$ cat src/rtl/llc_rst_flush_seq.sv
// llc_rst_flush_seq
// Drives the LLC register block's reset/flush walk. After reset the regs raise
// rst_stall and every set is written all-ways-invalid. On flush, each set is
// read, every dirty way is written back over a valid/ready channel and then
// invalidated. The set counter itself lives in the regs; this block only
// requests increments and clears. A soft reset (rst_state) aborts any walk.
module llc_rst_flush_seq #(
    parameter int SET_BITS = 8,
    parameter int WAYS     = 16,
    parameter int WAY_BITS = 4
) (
    input  logic                clk,
    input  logic                rst,
    input  logic                rst_state,
    input  logic                rst_stall,
    input  logic                flush_stall,
    input  logic [SET_BITS-1:0] rst_flush_stalled_set,
    input  logic [WAYS-1:0]     dirty_mask,
    input  logic                wb_ready,
    output logic                rd_set_req,
    output logic                wr_set_inv,
    output logic                wr_way_inv,
    output logic                wb_valid,
    output logic [WAY_BITS-1:0] wb_way,
    output logic                incr_rst_flush_stalled_set,
    output logic                clr_rst_flush_stalled_set,
    output logic                clr_rst_stall,
    output logic                clr_flush_stall,
    output logic                walk_done
);

    typedef enum logic [2:0] {
        IDLE    = 3'd0,
        RST_WR  = 3'd1,
        FL_RD   = 3'd2,
        FL_CAP  = 3'd3,
        FL_SCAN = 3'd4,
        FL_WB   = 3'd5,
        FL_NEXT = 3'd6
    } state_t;

    localparam logic [SET_BITS-1:0] LAST_SET = {SET_BITS{1'b1}};

    state_t              state_reg, state_next;
    logic [WAYS-1:0]     pending_reg, pending_next;
    logic [WAY_BITS-1:0] way_reg, way_next;
    logic [WAY_BITS-1:0] lowest_way;
    logic                last_set;

    assign last_set = (rst_flush_stalled_set == LAST_SET);
    assign wb_way   = way_reg;

    // Priority encoder: index of the lowest still-dirty way in the captured mask.
    always_comb begin
        lowest_way = '0;
        for (int i = WAYS - 1; i >= 0; i--) begin
            if (pending_reg[i]) begin
                lowest_way = WAY_BITS'(i);
            end
        end
    end

    // State, pending-writeback mask and current writeback way registers.
    always_ff @(posedge clk or negedge rst) begin
        if (!rst) begin
            state_reg   <= IDLE;
            pending_reg <= '0;
            way_reg     <= '0;
        end else begin
            state_reg   <= state_next;
            pending_reg <= pending_next;
            way_reg     <= way_next;
        end
    end

    // Next-state logic; a soft reset overrides everything and drops pending work.
    always_comb begin
        state_next   = state_reg;
        pending_next = pending_reg;
        way_next     = way_reg;
        if (rst_state) begin
            state_next   = IDLE;
            pending_next = '0;
        end else begin
            case (state_reg)
                IDLE: begin
                    // Reset walk wins; a flush raised meanwhile waits here.
                    if (rst_stall) begin
                        state_next = RST_WR;
                    end else if (flush_stall) begin
                        state_next = FL_RD;
                    end
                end
                RST_WR: begin
                    if (last_set) begin
                        state_next = IDLE;
                    end
                end
                FL_RD: begin
                    state_next = FL_CAP;
                end
                FL_CAP: begin
                    // Dirty bits arrive one cycle after the read request.
                    pending_next = dirty_mask;
                    state_next   = FL_SCAN;
                end
                FL_SCAN: begin
                    if (pending_reg == '0) begin
                        state_next = FL_NEXT;
                    end else begin
                        way_next   = lowest_way;
                        state_next = FL_WB;
                    end
                end
                FL_WB: begin
                    if (wb_ready) begin
                        pending_next[way_reg] = 1'b0;
                        state_next            = FL_SCAN;
                    end
                end
                FL_NEXT: begin
                    state_next = last_set ? IDLE : FL_RD;
                end
                default: begin
                    state_next = IDLE;
                end
            endcase
        end
    end

    // Output decode from the registered state; all strobes suppressed during soft reset.
    always_comb begin
        rd_set_req                 = 1'b0;
        wr_set_inv                 = 1'b0;
        wr_way_inv                 = 1'b0;
        wb_valid                   = 1'b0;
        incr_rst_flush_stalled_set = 1'b0;
        clr_rst_flush_stalled_set  = 1'b0;
        clr_rst_stall              = 1'b0;
        clr_flush_stall            = 1'b0;
        walk_done                  = 1'b0;
        if (!rst_state) begin
            case (state_reg)
                RST_WR: begin
                    wr_set_inv = 1'b1;
                    if (last_set) begin
                        clr_rst_flush_stalled_set = 1'b1;
                        clr_rst_stall             = 1'b1;
                        walk_done                 = 1'b1;
                    end else begin
                        incr_rst_flush_stalled_set = 1'b1;
                    end
                end
                FL_RD: begin
                    rd_set_req = 1'b1;
                end
                FL_WB: begin
                    // Invalidate the way in the same cycle the writeback is accepted.
                    wb_valid   = 1'b1;
                    wr_way_inv = wb_ready;
                end
                FL_NEXT: begin
                    if (last_set) begin
                        clr_rst_flush_stalled_set = 1'b1;
                        clr_flush_stall           = 1'b1;
                        walk_done                 = 1'b1;
                    end else begin
                        incr_rst_flush_stalled_set = 1'b1;
                    end
                end
                default: begin
                end
            endcase
        end
    end

endmodule

$ cat config.mk
export PLATFORM = sky130hd
export DESIGN_NAME = llc_rst_flush_seq
export DESIGN_NICKNAME = d
export VERILOG_FILES = /design/src/rtl/llc_rst_flush_seq.sv
export SDC_FILE = /design/constraint.sdc
export NUM_CORES = 1
export LEC_CHECK = 0
export BUFFER_PORTS_ARGS = -buffer_cell sky130_fd_sc_hd__buf_2
export CAP_MARGIN = 20
export CORE_UTILIZATION = 55
export DETAILED_ROUTE_END_ITERATION = 12
export GPL_TIMING_DRIVEN = 0
export PLACE_DENSITY_LB_ADDON = 0.25
export SLEW_MARGIN = 20
export SYNTH_ARGS = -nofsm -noshare
export SYNTH_HDL_FRONTEND = slang
export SYNTH_SLANG_ARGS = --single-unit
$ cat constraint.sdc
create_clock -name clk -period 3.26 [get_ports clk]
set_clock_uncertainty 0.15 [all_clocks]
set_input_delay 0.326 -clock clk [delete_from_list [all_inputs] [get_ports clk]]
set_output_delay 0.326 -clock clk [all_outputs]
set_load 0.03 [all_outputs]
==> impl_results.md <==
* Tot Pwr at about 0.00081 W
* RSZ-0062 raised after global routing: no
* Hold_ws at 31.5 ps
* Final period util at 69.0%
* Drt wl/cell at 13.0 um
* Root Buffer: clkbuf_4
* Asr flop ratio synth at 100%
* Initial Utilization at a little under 60%
* H-Tree Depth at 1
* R2r worst-path depth at 6
* Fillers at 210
* Worst Tran Pin Value at 504 ps
* Setup slack, reg-to-reg at between 1000 and 1500 ps
* Setup TNS at 0 ps
* Die Area at roughly 2800 um2
* Antenna violations before repair at 0
* Largest net degree at the start of global routing at 24
* DRT Pass-1 Iters at 4
* N_diodes at 0
* Pre-CTS setup slack at about 1400 ps
* Syn Area/Cell at about 8 um2
* Post-CTS Setup Bufs at 0
* Routed vias/inst at 5.60
* Power per cell area at 467 nW/um2
* Slew margin rel. at 66.4%
* Maxcap violations at 0
* Clk_lat worst skew at 320 ps
* Top layer in use: met4
* Part of the Yosys area used for sequential elements at 39.7%
* Post-CTS Resized at 0
* CP arrival at 1770 ps
* Kind of critical path: register to output pin
* DP HPWL at approximately 2500 um
* Yosys cell types at 37
* Routed vias at 1446
* Die width at ~53 um
* Final #Nets at around 260
* Clk buf depth at 2
* Overall routing resource usage at 25.6%
* Static Leak at 0.941 nW
* VDD IR max at 314 uV
* Met2 WL at 1650 um
* Biggest area consumer among synthesized cells: dfrtp_1
* PnR worst setup slack at 1010 ps
* Routed Antenna Nets at 0
* Min-Delay Endpoint: pending_reg[3]$_DFFE_PN0P_
* Sequential Area at between 500 and 600 um2
* CTS tree: done
* Die height at 53.4 um
* Gr ovfl total at 0
* DRC viols at 0
* I/O Pins at between 40 and 50
* Tightest Hold Check Type: primary input to register
* Post-synth top cells: nand2_1, dfrtp_1, nor2_1, o21ai_0, a21oi_1
* Clock transition at path regs at 130 ps
* Post-synthesis net count at 212
* Clk sink count at 23
* Final Setup Violations at 0
* Global-route wire length before repair at 5380 um
* WP data required at 2780 ps
* Min-delay src: dirty_mask[3]
* Met3 wire length at around 190 um
* Largest register FFs at 16
* Vias in the first global route at roughly 1300
* Final WL at 3360 um
* Yosys warns at 0
* Fin. Hold Viols at 0
* Synth area leaders: dfrtp_1, nand2_1, o21ai_0
* Cells after Synth at around 180
* Outcome: completed
* Final Max Tran Viols at 0
* GP Congestion at 0.850
* Post-route minimum period at roughly 2200 ps
* Synth top area share at 39.7%
* RR Startpoint: pending_reg[12]$_DFFE_PN0P_
* Dominant synthesized flop cell: dfrtp_1
* Setup crit end kind: output pin
* Design area at roughly 1700 um2
* Top-count cell post-synth: nand2_1
* Number of synthesized flops with an enable pin at 0
* Yosys reg bits at 23
* Worst-path fanout max at 10
* I/O Buffers at 41
* Initial DRC Count at 32
* Share of post-route cells with drive strength above 1 at 27.2%
* Core area at about 2500 um2
* Area Overhead vs Synth at 19.2%
* CTS Hold Bufs at 1
* Synth Cell Area at 1450 um2
* Fmax at between 0.4 and 0.5 GHz
* R2R Path End: wb_way[0]$_DFFE_PN0P_
* TritonCTS Buffers at 3
* Area of placed instances at 1690 um2
* Hold path depth at 3
* Cell Rows at 18
* Crit path launch type: register
* Multi-input gate area at roughly 770 um2
* Wire length on met1 at roughly 1500 um
-- critical path: stages, from the launching register on --
cell and delay (ps):
dfrtp_1 380, buf_4 170, nor2_1 180, nand3_2 190, buf_2 240, nor2_1 90, buf_2 200
-- placed cells by master, fill, tap and decap left out, types with 2 or more instances in the layout --
cell type / n
o21ai_0: 19
dfrtp_1: 23
nor4_1: 3
inv_1: 8
and2_1: 2
buf_2: 45
a31oi_1: 8
nand2b_1: 3
nand3b_1: 3
buf_6: 2
clkbuf_1: 2
clkbuf_4: 3
nor2b_1: 7
a21oi_1: 15
nor3_1: 3
nor2_1: 19
nand2_1: 35
clkbuf_2: 2
buf_4: 2
nand4_1: 4
o21ai_1: 2
-- metal layers --
metal | up-vias | GRT usage, %
met5 | - | 0
met3 | 3 | 2.87
met2 | 52 | 44.4
met1 | 665 | 32.6
li1 | 726 | -
met4 | 0 | 7.46
-- worst max path at each step --
stage	start	to	slack (ps)	cells after the start
floorplan	state_reg[1]$_DFFE_PN0P_	clr_rst_stall	1370	4
global placement	state_reg[1]$_DFFE_PN0P_	wr_way_inv	1420	6
detailed placement	state_reg[1]$_DFFE_PN0P_	wr_way_inv	1390	6
CTS	state_reg[1]$_DFFE_PN0P_	wr_way_inv	1030	6
global route	state_reg[1]$_DFFE_PN0P_	wr_way_inv	880	6
finish	state_reg[1]$_DFFE_PN0P_	wr_way_inv	1010	6
-- final cells by class --
class | count | area share [%]
well taps | 30 | 2.17
clock buffers | 4 | 1.52
flip-flops and latches | 23 | 33.3
plain buffers | 11 | 4.12
inverters | 8 | 1.74
repair buffers | 42 | 12.4
multi-input cells | 140 | 44.7
-- power by group --
part	internal (W)	switching (W)	total, W	leakage (nW)
clock network	0.0000479	0.0000899	0.000138	0.0150
registers	0.000316	0.0000478	0.000364	0.317
logic	0.000107	0.000198	0.000305	0.610
-- cell families (layout without fill, tap and decap cells) --
| logic type | after synthesis | in the layout | synth area share (%) |
|---|---|---|---|
| simple gates | 87 | 87 | 31.9 |
| compound gates | 52 | 52 | 20.7 |
| flops | 23 | 23 | 39.7 |
| buf+inv | 19 | 65 | 6.99 |
| mux | 1 | 1 | 0.690 |
-- per-stage QoR --
step,util [%],cells
3_3_place_gp,68.3,253
4_1_cts,69.8,258
2_1_floorplan,-,182
6_report,69.8,258
3_5_place_dp,68.3,253
5_1_grt,69.8,258
No activity file was read; power rests on OpenSTA's default activity.
